## config.mk

```make
export PLATFORM = sky130hd
export DESIGN_NAME = fpu_div_serdes
export DESIGN_NICKNAME = d
export VERILOG_FILES = /design/src/rtl/fpu_div_serdes.sv
export SDC_FILE = /design/constraint.sdc
export NUM_CORES = 1
export LEC_CHECK = 0
export CELL_PAD_IN_SITES_DETAIL_PLACEMENT = 0
export CELL_PAD_IN_SITES_GLOBAL_PLACEMENT = 1
export CORE_UTILIZATION = 41
export CTS_BUF_LIST = sky130_fd_sc_hd__clkbuf_8
export DETAILED_ROUTE_END_ITERATION = 10
export PLACE_DENSITY_LB_ADDON = 0.1
export SLEW_MARGIN = 0
export SYNTH_ARGS = -nofsm -noshare
export SYNTH_HDL_FRONTEND = slang
export SYNTH_SLANG_ARGS = --single-unit
```

## constraint.sdc

```tcl
create_clock -name i_clk -period 2.1 [get_ports i_clk]
set_input_delay 0.42 -clock i_clk [delete_from_list [all_inputs] [get_ports i_clk]]
set_output_delay 0.42 -clock i_clk [all_outputs]
set_load 0.01 [all_outputs]
```

## src/rtl/fpu_div_serdes.sv

```systemverilog
// ---------------------------------------------------------------------------
// fpu_div_serdes
// Bit-serial wrapper around a combinational single-precision divider.
// Shifts rs1/rs2 in LSB-first and holds them on o_a/o_b. After a fixed
// settle time it captures the divider quotient from i_q and shifts it back
// out LSB-first on o_rd. It also reports the IEEE invalid-operation and
// divide-by-zero flags for the captured operands.
// ---------------------------------------------------------------------------
module fpu_div_serdes #(
    parameter int unsigned SETTLE_CYCLES = 2
) (
    input  logic        i_clk,
    input  logic        i_rst_n,
    input  logic        i_start,
    input  logic        i_abort,
    input  logic        i_rs1,
    input  logic        i_rs2,
    output logic [31:0] o_a,
    output logic [31:0] o_b,
    input  logic [31:0] i_q,
    output logic        o_rd,
    output logic        o_rd_valid,
    output logic        o_done,
    output logic        o_busy,
    output logic        o_nv,
    output logic        o_dz
);

    // FSM encoding
    localparam logic [2:0] ST_IDLE   = 3'd0;
    localparam logic [2:0] ST_LOAD   = 3'd1;
    localparam logic [2:0] ST_SETTLE = 3'd2;
    localparam logic [2:0] ST_LATCH  = 3'd3;
    localparam logic [2:0] ST_SHIFT  = 3'd4;

    // Counter value on the last settle cycle. It is unused when there is no
    // settle phase, so that case is clamped to 0 to avoid an underflow.
    localparam logic [4:0] SETTLE_LAST =
        (SETTLE_CYCLES == 0) ? 5'd0 : 5'(SETTLE_CYCLES - 1);

    localparam logic [4:0] BIT_LAST = 5'd31;

    // State and datapath registers
    logic [2:0]  r_state;
    logic [4:0]  r_cnt;
    logic [31:0] r_a;
    logic [31:0] r_b;
    logic [31:0] r_res;
    logic        r_nv;
    logic        r_dz;

    // Combinational helpers
    logic [2:0]  w_state_nxt;
    logic        w_accept;
    logic        w_load_shift;
    logic        w_latch;
    logic        w_res_shift;

    // Operand classification
    logic [7:0]  w_a_exp;
    logic [7:0]  w_b_exp;
    logic [22:0] w_a_man;
    logic [22:0] w_b_man;
    logic        w_a_nan;
    logic        w_b_nan;
    logic        w_a_snan;
    logic        w_b_snan;
    logic        w_a_inf;
    logic        w_b_inf;
    logic        w_a_zero;
    logic        w_b_zero;
    logic        w_nv;
    logic        w_dz;

    // An abort in IDLE beats a simultaneous start, so nothing launches.
    assign w_accept     = (r_state == ST_IDLE) && i_start && !i_abort;
    // Bit 0 enters on the accepting edge and bits 1..31 enter while in LOAD.
    // An abort freezes the operand registers where they are.
    assign w_load_shift = w_accept || ((r_state == ST_LOAD) && !i_abort);
    assign w_latch      = (r_state == ST_LATCH) && !i_abort;
    assign w_res_shift  = (r_state == ST_SHIFT) && !i_abort;

    // Next-state selection; an abort from any active state returns to IDLE
    always_comb begin
        w_state_nxt = r_state;
        case (r_state)
            ST_IDLE: begin
                if (w_accept) begin
                    w_state_nxt = ST_LOAD;
                end
            end
            ST_LOAD: begin
                if (i_abort) begin
                    w_state_nxt = ST_IDLE;
                end else if (r_cnt == BIT_LAST) begin
                    w_state_nxt = (SETTLE_CYCLES == 0) ? ST_LATCH : ST_SETTLE;
                end
            end
            ST_SETTLE: begin
                if (i_abort) begin
                    w_state_nxt = ST_IDLE;
                end else if (r_cnt == SETTLE_LAST) begin
                    w_state_nxt = ST_LATCH;
                end
            end
            ST_LATCH: begin
                w_state_nxt = i_abort ? ST_IDLE : ST_SHIFT;
            end
            ST_SHIFT: begin
                if (i_abort || (r_cnt == BIT_LAST)) begin
                    w_state_nxt = ST_IDLE;
                end
            end
            default: begin
                w_state_nxt = ST_IDLE;
            end
        endcase
    end

    // State register
    always_ff @(posedge i_clk or negedge i_rst_n) begin
        if (!i_rst_n) begin
            r_state <= ST_IDLE;
        end else begin
            r_state <= w_state_nxt;
        end
    end

    // Shared counter: input bits in LOAD, settle cycles, then output bits.
    // The accepting edge already consumes bit 0, so the count starts at 1.
    always_ff @(posedge i_clk or negedge i_rst_n) begin
        if (!i_rst_n) begin
            r_cnt <= 5'd0;
        end else if (w_accept) begin
            r_cnt <= 5'd1;
        end else begin
            case (r_state)
                ST_LOAD:   r_cnt <= r_cnt + 5'd1;
                ST_SETTLE: r_cnt <= (r_cnt == SETTLE_LAST) ? 5'd0 : r_cnt + 5'd1;
                ST_LATCH:  r_cnt <= 5'd0;
                ST_SHIFT:  r_cnt <= r_cnt + 5'd1;
                default:   r_cnt <= r_cnt;
            endcase
        end
    end

    // Operand deserialisers: new bits enter at the MSB, so the first bit
    // received ends up in bit 0 after 32 shifts.
    always_ff @(posedge i_clk or negedge i_rst_n) begin
        if (!i_rst_n) begin
            r_a <= 32'd0;
            r_b <= 32'd0;
        end else if (w_load_shift) begin
            r_a <= {i_rs1, r_a[31:1]};
            r_b <= {i_rs2, r_b[31:1]};
        end
    end

    // Result shift register: capture the quotient, then shift it out LSB-first
    always_ff @(posedge i_clk or negedge i_rst_n) begin
        if (!i_rst_n) begin
            r_res <= 32'd0;
        end else if (w_latch) begin
            r_res <= i_q;
        end else if (w_res_shift) begin
            r_res <= {1'b0, r_res[31:1]};
        end
    end

    // Split the held operands into IEEE-754 fields
    assign w_a_exp  = r_a[30:23];
    assign w_b_exp  = r_b[30:23];
    assign w_a_man  = r_a[22:0];
    assign w_b_man  = r_b[22:0];

    // A signalling NaN is a NaN whose quiet bit (the mantissa MSB) is clear
    assign w_a_nan  = (w_a_exp == 8'hFF) && (w_a_man != 23'd0);
    assign w_b_nan  = (w_b_exp == 8'hFF) && (w_b_man != 23'd0);
    assign w_a_snan = w_a_nan && !w_a_man[22];
    assign w_b_snan = w_b_nan && !w_b_man[22];
    assign w_a_inf  = (w_a_exp == 8'hFF) && (w_a_man == 23'd0);
    assign w_b_inf  = (w_b_exp == 8'hFF) && (w_b_man == 23'd0);
    assign w_a_zero = (w_a_exp == 8'h00) && (w_a_man == 23'd0);
    assign w_b_zero = (w_b_exp == 8'h00) && (w_b_man == 23'd0);

    // 0/0 and Inf/Inf are invalid. x/0 raises DZ only for a finite non-zero x.
    assign w_nv = w_a_snan || w_b_snan || (w_a_zero && w_b_zero) || (w_a_inf && w_b_inf);
    assign w_dz = w_b_zero && !w_a_zero && !w_a_nan && !w_a_inf;

    // Exception flags: cleared at launch, set at capture, held otherwise
    always_ff @(posedge i_clk or negedge i_rst_n) begin
        if (!i_rst_n) begin
            r_nv <= 1'b0;
            r_dz <= 1'b0;
        end else if (w_accept) begin
            r_nv <= 1'b0;
            r_dz <= 1'b0;
        end else if (w_latch) begin
            r_nv <= w_nv;
            r_dz <= w_dz;
        end
    end

    assign o_a        = r_a;
    assign o_b        = r_b;
    assign o_nv       = r_nv;
    assign o_dz       = r_dz;
    assign o_busy     = (r_state != ST_IDLE);
    assign o_rd_valid = (r_state == ST_SHIFT);
    // Gate o_rd so stale result bits left by an abort never leak out while idle
    assign o_rd       = (r_state == ST_SHIFT) && r_res[0];
    // An abort on the final bit suppresses the completion pulse
    assign o_done     = (r_state == ST_SHIFT) && (r_cnt == BIT_LAST) && !i_abort;

endmodule
```

* Yosys cells after proc, flatten, opt, wreduce, memory -nomap -nowiden *
Index checks and enable logic that the tools add are counted.

storage, ports and cells
  register bits = 106
  bits of input ports = 38
  output and inout port bits = 70
  word-level logic and storage cells = 82

cells by class
  $add $sub $neg = 1
  equality and inequality tests = 12
  muxes and demuxes = 17
  reductions and logical operators = 45

operators with widths
  cell                                                  number
  two-way mux 32 bit                                    2
  zero test 23 bit                                      2
  nonzero test 23 bit                                   2
  logical AND 1 bit                                     21
  two-way mux 3 bit                                     7
  equality test 8 bit (second input constant)           2
  zero test 8 bit                                       2
  case mux 3 bit (5 select lines)                       1
  case mux 5 bit (3 select lines)                       1
  two-way mux 5 bit                                     2
  equality test 3 x 2 -> 1 bit (second input constant)  2
  zero test 1 bit                                       6
  adder 5 x 1 -> 5 bit (second input constant)          1
  equality test 5 x 1 -> 1 bit (second input constant)  1
  equality test 5 bit (second input constant)           1
  logical OR 1 bit                                      5
  two-way mux 1 bit                                     4
  AND reduction 4 bit                                   1
  nonzero test 2 bit                                    2
  nonzero test 4 bit                                    1
  equality test 3 x 1 -> 1 bit (second input constant)  1
  equality test 3 bit (second input constant)           1
  zero test 3 bit                                       1
  != test 3 x 2 -> 1 bit (second input constant)        1
  other kinds (5)                                       5

* Logic depth before layout (Yosys ltp) *
  depth in word-level cells = 8
  mapped depth = 7

* Least setup slack after synthesis *
No wires, ideal clock.

  path kind = register to output
  start = register r_state[1]
  end = output port o_done
  arrival time = 1.416 ns
  data required time = 1.680 ns
  setup slack = 0.264 ns
  cell stages (with the launch flop) = 7
  cells stage by stage = dfrtp_1 > buf_2 > nor2_1 > nand2_1 > nor2_4 > buf_2 > and2_1

on the way
  cells in the longest elaborated chain, start to end = 3

RTL lines
  item                             line  source
  start: declaration               44    logic [2:0] r_state;
  start signal: assignment         125   r_state <= w_state_nxt;
  equality test 3 bit              213   assign o_done = (r_state == ST_SHIFT) && (r_cnt == BIT_LAST) && !i_abort;
  logical AND 1 bit (2 in series)  213
  end: declaration                 23    output logic o_done,

No other way between the ends.

* Final worst setup path *
  start = register r_cnt[0]
  end = output port o_done

on the way
  cells in the longest elaborated chain, start to end = 3

RTL lines
  item                             line  source
  start: declaration               45    logic [4:0] r_cnt;
  start signal: assignment         138   ST_LOAD: r_cnt <= r_cnt + 5'd1;
  start signal: assignment         139   ST_SETTLE: r_cnt <= (r_cnt == SETTLE_LAST) ? 5'd0 : r_cnt + 5'd1;
  start signal: assignment         141   ST_SHIFT: r_cnt <= r_cnt + 5'd1;
  equality test 5 bit              213
  logical AND 1 bit (2 in series)  213

No other way between the ends.

==> run metrics <==
outcome finished, final reports clean; most frequent cells after synthesis 106 x dfrtp_1, 66 x mux2_2, 41 x nand2_1; # IOs 108; Die Y 108 µm; Post-Syn Area 0.00465 mm²; Tmin final 2000 ps; Clk Latency, worst-skew pair 370 ps; Clock Skew 9.84 ps; Distinct cells, synth 41; Die ar. 0.0118 mm²; Placed Area 0.00596 mm²; ratio of cells with drive above 1 in the final layout 0.218; post-synthesis sequential area ratio 0.571; Final setup viols 0; Die Wd 108 µm; Total Routing Usage GR 0.175; cell area after layout 0.00620 mm²; syn nets 411; Hold Path Class flop to flop; first-pass GRT wire length 15800 µm; Setup crit end kind output port; post-DP HPWL 6560 µm; Final period util 0.953; Async SR Flop Fraction 1.00; H-tree depth 3; wire length per cell 14.9 µm; Port Buf Inserts 107; # Max-Cap Violations 0; nets 531; ranking of synthesized cells by area dfrtp_1 57%, mux2_2 16%, mux2i_1 6.2%; clock buffer depth 2; final hold vios 0; CTS buffer count 9; CTS Sinks 106; leakage 2.66 nW; DR vias 3218; worst-margin pin slew 514 ps; largest net degree at the start of global routing 42; worst hold margin 542 ps; drt via density 5.07; biggest area consumer among synthesized cells dfrtp_1; CTS tree done; synthesized flop and latch total 106; HP Start r_res[1]$_DFFE_PN0P_; CP Launch Point r_cnt[0]$_DFFE_PN0P_; slowest stage delay, CP 400 ps; initial antenna violation count 0; post-route setup TNS 0 ps; crit path launch type flop; Final Max Tran Viols 0; Starting DRT DRC Count 146; EDFF count, synth 0; Residual DRC 0; area grow syn2layout 33.5%; critical path class flop to output port; worst ir drop on vdd 0.630 mV; Antenna diodes 0; Worst-path clk slew 90 ps; most frequent cell after synthesis dfrtp_1; worst path required time 1680 ps; Max Clock Freq 500 MHz; R2R Path Start r_cnt[1]$_DFFE_PN0P_; Fill cells 946; WP data arrival 1580 ps; final weighted congestion in routability-driven placement 0.761; remaining antenna violation count 0; RSZ-0062 raised after global routing no; Post-Route WL 9450 µm; Root Buffer clkbuf_8; Detailed Routing Iterations Pass 1 4; Congestion Overflow GR 0; Power Density 955 mW/mm²; ys flop type dfrtp_1; critical path's slowest cell dfrtp_1; core footprint 0.0109 mm²; Cells after Synth 370; Pwr Total 5.92 mW; initial core utilization 0.425; most used cell, CP ha_2; post-synth top area share 0.571; number of global-route vias before repair 3241; Syn. warnings 0; Row Count 38; worst relative slew slack 0.657; Syn Area/Cell 12.6 µm²; critical path fanouts, max 3; worst-path cell chain ha_2, and3_1, ha_2, and2_1, buf_2
per-stage QoR:
stage,util,setup slack (ps),instances
after floorplan,-,264,370
after global placement,0.545,-76.8,617
after detailed placement,0.545,-103,617
after CTS,0.566,1.64,635
after global routing,0.567,2.44,635
final,0.567,99.0,635
critical path: cells and delay by family, from the launching register on:
family	cells	cell delay, ps
flops	1	400
fa+ha+maj	2	360
simple gates	2	320
buf+inv	1	140
state kept, by name (all words and copies together) (netlist names):
signal,count
o_a,32
o_b,32
o_dz,1
o_nv,1
r_cnt,5
r_res,32
r_state,3
timing repair:
item                                   in CTS  in global routing
resized for setup                           7                  3
endpoints found under the hold margin       8                  0
setup endpoints to repair                   3                  4
buffers inserted                            1                  0
hold buffers                                1                  0
per-layer routing:
layer	track usage	share of wire	vias up
li1	-	-	1580
met1	0.234	0.46	1559
met2	0.274	0.47	67
met5	0	0	-
met4	0.0550	0.012	0
met3	0.0494	0.050	12
report_power, final:
part,internal [mW],switching (mW)
Sequential,2.43,0.429
Clock,0.671,0.685
Combinational,1.08,0.619
final timing paths:
kind                                        end  slack [ps]  cells after the start
max                                      o_done         100                      5
min                        r_res[0]$_DFFE_PN0P_         540                      1
max reg2reg                r_cnt[0]$_DFFE_PN0P_         230                      8
min reg2reg                r_res[0]$_DFFE_PN0P_         540                      1
max in group asynchronous   o_a[27]$_DFFE_PN0P_         990                      3
min in group asynchronous  r_res[5]$_DFFE_PN0P_         550                      2
area by class of cell:
type                       count  area [µm²]  share of cell area
clock inverter                 7        93.8              0.0151
inverter                       5        18.8             0.00303
timing repair buffer         126        1270               0.205
clock buffer                   9         124              0.0200
tap                          140         175              0.0282
multi-input combinational    242        1870               0.301
sequential                   106        2650               0.428
cell usage in the layout, fill, tap and decap left out, drive strengths merged, types with 2 or more instances in the layout:
master	instances
dfrtp	106
clkdlybuf4s50	102
mux2	66
nand2	41
o21ai	38
mux2i	29
buf	20
nor4	14
clkbuf	9
inv	7
nor2	6
nor3	5
nand4	5
and2	3
nor3b	3
nand3	3
ha	3
and3	2
a221o	2
nand2b	2
a21o	2
o22ai	2
o31ai	2
bufinv	2
dlygate4sd2	2
a21oi	2
clkinv	2
cells by family (layout without fill, tap and decap cells):
group,count (synthesis),after routing,synth area share
flip-flops,106,106,0.571
multiplexers,95,95,0.222
AND/OR/NAND/NOR,90,90,0.101
AO/OA/AOI/OAI,53,53,0.0657
buffers and inverters,22,147,0.0304
adder cells (fa/ha/maj),3,3,0.00808
XOR/XNOR,1,1,0.00189
Note: power is estimated with default switching activity, not from simulation.
